## src/rtl/fetch_pkg.sv

```systemverilog
// fetch_pkg: shared types and constants for the instruction fetch stage.
//   fetch_state_t : fetch FSM states (IDLE / RUN / HALT)
//   BR_*          : decoder branch condition codes
//   HALT_INSTR_DEF: reserved instruction word that ends a run
//   LUT_IDX_W     : width of the branch target LUT index (instr[5:0])
//   br_taken()    : evaluates a branch condition code against ALU flags
package fetch_pkg;

  typedef enum logic [1:0] {
    IDLE = 2'd0,
    RUN  = 2'd1,
    HALT = 2'd2
  } fetch_state_t;

  localparam logic [1:0] BR_Z    = 2'b00;
  localparam logic [1:0] BR_N    = 2'b01;
  localparam logic [1:0] BR_AL   = 2'b10;
  localparam logic [1:0] BR_LINK = 2'b11;

  localparam logic [8:0] HALT_INSTR_DEF = 9'h1FF;

  localparam int LUT_IDX_W = 6;

  function automatic logic br_taken(input logic [1:0] src,
                                    input logic       zero_flag,
                                    input logic       neg_flag);
    logic t;
    t = 1'b0;
    case (src)
      BR_Z:    t = zero_flag;
      BR_N:    t = neg_flag;
      BR_AL:   t = 1'b1;
      BR_LINK: t = 1'b1;
      default: t = 1'b0;
    endcase
    return t;
  endfunction

endpackage

```

## src/rtl/fetch_unit_branch_lut.sv

```systemverilog
// branch_lut: constant 64-entry branch target ROM, purely combinational.
//   idx    in  LUT_IDX_W  target index (instruction low bits)
//   target out PC_W       branch destination address
// Most entries follow idx*16+3; a few hand-placed entries give short
// targets and the top-of-memory address (used to exercise PC wrap).
module branch_lut
  import fetch_pkg::*;
#(
  parameter int PC_W = 10
) (
  input  logic [LUT_IDX_W-1:0] idx,
  output logic [PC_W-1:0]      target
);

  always_comb begin
    target = '0;
    case (idx)
      6'd1:    target = '1;
      6'd2:    target = PC_W'(40);
      6'd5:    target = PC_W'(20);
      default: target = PC_W'({idx, 4'b0011});
    endcase
  end

endmodule

```

## src/rtl/fetch_unit.sv

```systemverilog
// fetch_unit: instruction fetch stage. Owns the PC, flags the current
// instruction as live, and picks the next PC from the decoder's branch
// controls and the ALU flags. A start/done handshake frames each run.
//   clk, rst_n   clock, asynchronous active-low reset
//   start        pulse: begin a run from PC 0 (ignored while running)
//   stall        freeze all fetch state this cycle
//   instr        instruction word at pc (combinational memory read)
//   branch       decoder Branch for the current instruction
//   branch_src   branch condition code (BR_Z/BR_N/BR_AL/BR_LINK)
//   zero_flag    registered ALU zero flag
//   neg_flag     registered ALU negative flag
//   pc           current fetch address (registered)
//   instr_valid  instr is live and executing this cycle (combinational)
//   link_pc      return address captured by branch-and-link (registered)
//   done         run complete, held until the next start (registered)
module fetch_unit
  import fetch_pkg::*;
#(
  parameter int                 PC_W       = 10,
  parameter int                 INSTR_W    = 9,
  parameter logic [INSTR_W-1:0] HALT_INSTR = INSTR_W'(HALT_INSTR_DEF)
) (
  input  logic               clk,
  input  logic               rst_n,
  input  logic               start,
  input  logic               stall,
  input  logic [INSTR_W-1:0] instr,
  input  logic               branch,
  input  logic [1:0]         branch_src,
  input  logic               zero_flag,
  input  logic               neg_flag,
  output logic [PC_W-1:0]    pc,
  output logic               instr_valid,
  output logic [PC_W-1:0]    link_pc,
  output logic               done
);

  fetch_state_t    state_q, state_d;
  logic [PC_W-1:0] pc_q, pc_d;
  logic [PC_W-1:0] link_q, link_d;
  logic            done_q, done_d;
  logic [PC_W-1:0] lut_target;
  logic [PC_W-1:0] pc_inc;

  branch_lut #(.PC_W(PC_W)) u_branch_lut (
    .idx    (instr[LUT_IDX_W-1:0]),
    .target (lut_target)
  );

  // Natural wrap from the top address back to 0.
  assign pc_inc = pc_q + PC_W'(1);

  always_ff @(posedge clk or negedge rst_n) begin
    if (!rst_n) begin
      state_q <= IDLE;
      pc_q    <= '0;
      link_q  <= '0;
      done_q  <= 1'b0;
    end else begin
      state_q <= state_d;
      pc_q    <= pc_d;
      link_q  <= link_d;
      done_q  <= done_d;
    end
  end

  always_comb begin
    state_d     = state_q;
    pc_d        = pc_q;
    link_d      = link_q;
    done_d      = done_q;
    instr_valid = (state_q == RUN) && !stall;

    // Stall freezes everything, including start handling in IDLE/HALT.
    if (!stall) begin
      case (state_q)
        IDLE: begin
          if (start) begin
            state_d = RUN;
            pc_d    = '0;
          end
        end
        RUN: begin
          if (instr == HALT_INSTR) begin
            state_d = HALT;
            done_d  = 1'b1;
          end else if (branch && br_taken(branch_src, zero_flag, neg_flag)) begin
            pc_d = lut_target;
            if (branch_src == BR_LINK) begin
              link_d = pc_inc;
            end
          end else begin
            pc_d = pc_inc;
          end
        end
        HALT: begin
          if (start) begin
            state_d = RUN;
            pc_d    = '0;
            done_d  = 1'b0;
          end
        end
        default: begin
          state_d = IDLE;
          pc_d    = '0;
        end
      endcase
    end
  end

  assign pc      = pc_q;
  assign link_pc = link_q;
  assign done    = done_q;

endmodule

```

## config.mk

```make
export PLATFORM = sky130hd
export DESIGN_NAME = fetch_unit
export DESIGN_NICKNAME = d
export VERILOG_FILES = /design/src/rtl/fetch_pkg.sv /design/src/rtl/fetch_unit_branch_lut.sv /design/src/rtl/fetch_unit.sv
export SDC_FILE = /design/constraint.sdc
export NUM_CORES = 1
export LEC_CHECK = 0
export ABC_AREA = 1
export CAP_MARGIN = 5
export CORE_MARGIN = 2
export CORE_UTILIZATION = 32
export DETAILED_ROUTE_END_ITERATION = 10
export SLEW_MARGIN = 10
export SYNTH_ARGS = -nofsm -noshare
export SYNTH_HDL_FRONTEND = slang
export SYNTH_SLANG_ARGS = --single-unit
```

## constraint.sdc

```tcl
create_clock -name clk -period 1.5 [get_ports clk]
set_input_delay 0.3 -clock clk [delete_from_list [all_inputs] [get_ports clk]]
set_output_delay 0.3 -clock clk [all_outputs]
set_load 0.05 [all_outputs]
```

==> flow_summary.ini <==
[cells_and_area]
num_antenna_cells = 0
drive_gt1_share_pct = 28.1
final_area_um2 = 2360
nets = 290
areaGrowthSynthToFinish_pct = 66.4
final_cell_mix = nand2_1, buf_12, inv_1
final_common_cell = nand2_1
fin_util_pct = 54.7
stdcell_count = 322

[setup_path]
reg2reg_from = state_q[1]$_DFFE_PN0P_
crit_fanout = 3
cp.required_ns = 1.20
r2r_end = link_pc[2]$_DFFE_PN0P_
cp-end-kind = output pin
cp.arrival_ns = 1.13
path_delay_family = buffers and inverters
r2r_slack_ns = 0.14
cp.depth = 3
crit_type = in2out
worstSetupEndpoint = instr_valid
crit_path_cell_trace = clkdlybuf4s50_1 -> nor2_4 -> buf_12
max_stage_delay_ns = 0.48
crit_start = stall
worst_setup_path_start_kind = primary input
crit_buf_inv = 2
slowest_stage = clkdlybuf4s50_1
ff2ff_path_depth = 8

[global_route]
antenna_found_initial = 0
grt_usage_pct = 13.6
grt_first_pass_wirelength_mm = 5.56
gr-total-overflow = 0
grt_max_degree = 24
grt_pass1_vias = 1333

[clock_network]
clockBufferDepth = 2
path_clk_slew_ns = 0.08
clk_latency_ns = 0.26
tritoncts = done
cts.htree.levels = 1
cts.sinks = 23
root_buffer = clkbuf_8
ctsHoldBuffers = 0
cts-buffers-inserted = 3

[placement]
gp_congestion = 0.820
dpl_cell_area_um2 = 2290
dp_hpwl_mm = 2.62
port_buffers = 39
dp_cells = 317

[synth]
syn_nets = 225
yosysWarningCount = 0
synth_cells = 206
synth_cell_types = 24
syn_avg_cell_area_um2 = 6.89
ys_seq_area_share_pct = 40.5
ys_ff_latch = 23
syn_area_um2 = 1420

[drt]
dr.max_layer_used = met4
wl_per_cell_um = 10.0
dr.pass1.iters = 4
wl_met3_um = 122
drtIter0Drc = 34
drt-met1-wl_mm = 1.50
ant_nets = 0
viasPerCell = 4.46
vias = 1437
drt-total-wl_mm = 3.24
drc = 0
wl_met2_mm = 1.58

[status]
status = finished, final reports clean

[sta]
period_share_pct = 95.1
min_period_ns = 1.43
setup_violations = 0
worstMarginPinSlew_ns = 0.301
fin_skew_ns = 0.00440
hold_violations = 0
max_freq_mhz = 701
drv_slew = 0
relSlewSlack_pct = 79.9
whs_ns = 0.395

[floorplan]
die_w_um = 70.6
die_h_um = 70.6
ios = 40
die_area_um2 = 4990
start_util_pct = 32.8
coreArea_um2 = 4320
rows = 24

[pwr]
p_leak_nw = 1.19
total_power_mw = 4.44
power_density_nw_per_um2 = 1880
vdd_drop_max_mv = 0.683

[min_path]
hold_class = in2async

[run]
drv_cap = 0
[stage by stage]
step           worst slack, ns  TNS, ns
2_1_floorplan          0.00630        0
3_3_place_gp            -0.207    -3.16
3_5_place_dp            -0.225    -3.46
4_1_cts                0.00186        0
5_1_grt                -0.0298  -0.0728
6_report                0.0732        0
[cell families after synthesis]
kind of cell	after synthesis	synth area share, %
adders and majority gates	1	0.881
and+or+nand+nor	136	41.5
xor gates and xnor gates	2	1.23
DFF	23	40.5
buffers and inverters	29	8.28
AOI/OAI and AO/OA	15	7.58
[synth_stat cells]
library cell,count,area share (%)
nor2_1,18,4.8
o211ai_1,1,0.53
buf_6,1,0.79
xor2_1,1,0.62
ha_1,1,0.88
a21oi_1,2,0.70
nand2_1,88,23
nor2_4,1,0.79
dfrtp_1,23,41
nor2_2,2,0.88
o21ai_2,8,4.9
o21ai_0,3,1.1
o21ai_1,1,0.35
inv_2,3,0.79
inv_1,23,6.1
nand3_1,20,7.0
xnor2_1,1,0.62
nand3b_1,2,1.1
nand2_2,1,0.44
nand4_1,1,0.44
clkinv_1,1,0.26
nand3b_4,1,1.4
buf_2,1,0.35
nand3_2,2,1.4
[registers in the layout, summed over array words and instances, names as in the netlist]
| register | cells |
|---|---|
| link_pc | 10 |
| pc | 10 |
| done | 1 |
| state_q | 2 |
[layer usage]
layer / up-vias / global-route usage, %
li1: 770 / -
met4: 0 / 4.40
met3: 2 / 0.997
met1: 631 / 17.2
met5: - / 0
met2: 34 / 24.6
[power breakdown]
part	leakage, nW	switching [mW]	internal, mW	total (mW)
combinational	0.872	1.53	1.35	2.88
clock	0.0228	0.185	0.189	0.374
sequential	0.296	0.314	0.878	1.19
[layout make-up]
class,instances,area [um2]
Clock buffer,4,45.0
Timing Repair Buffer,62,808
Sequential cell,23,582
Tap cell,52,65.1
Multi-Input combinational cell,154,762
Inverter,27,101
Fill cell,419,1960
[how the worst min path moves through the flow]
stage / slack, ns / to / cells past startpoint
4_1_cts: 0.40 / done$_DFFE_PN0P_ / 2
5_1_grt: 0.44 / link_pc[5]$_DFFE_PN0P_ / 2
2_1_floorplan: 0.004 / done$_DFFE_PN0P_ / 0
3_5_place_dp: 0.53 / link_pc[5]$_DFFE_PN0P_ / 2
6_report: 0.40 / pc[4]$_DFFE_PN0P_ / 2
3_3_place_gp: 0.52 / done$_DFFE_PN0P_ / 2
[repair_timing]
action	CTS	global route
resized for setup	1	5
setup buffers	0	2
endpoints found under the hold margin	0	0
setup endpoints to repair	1	11
Note: power is estimated with default switching activity, not from simulation.
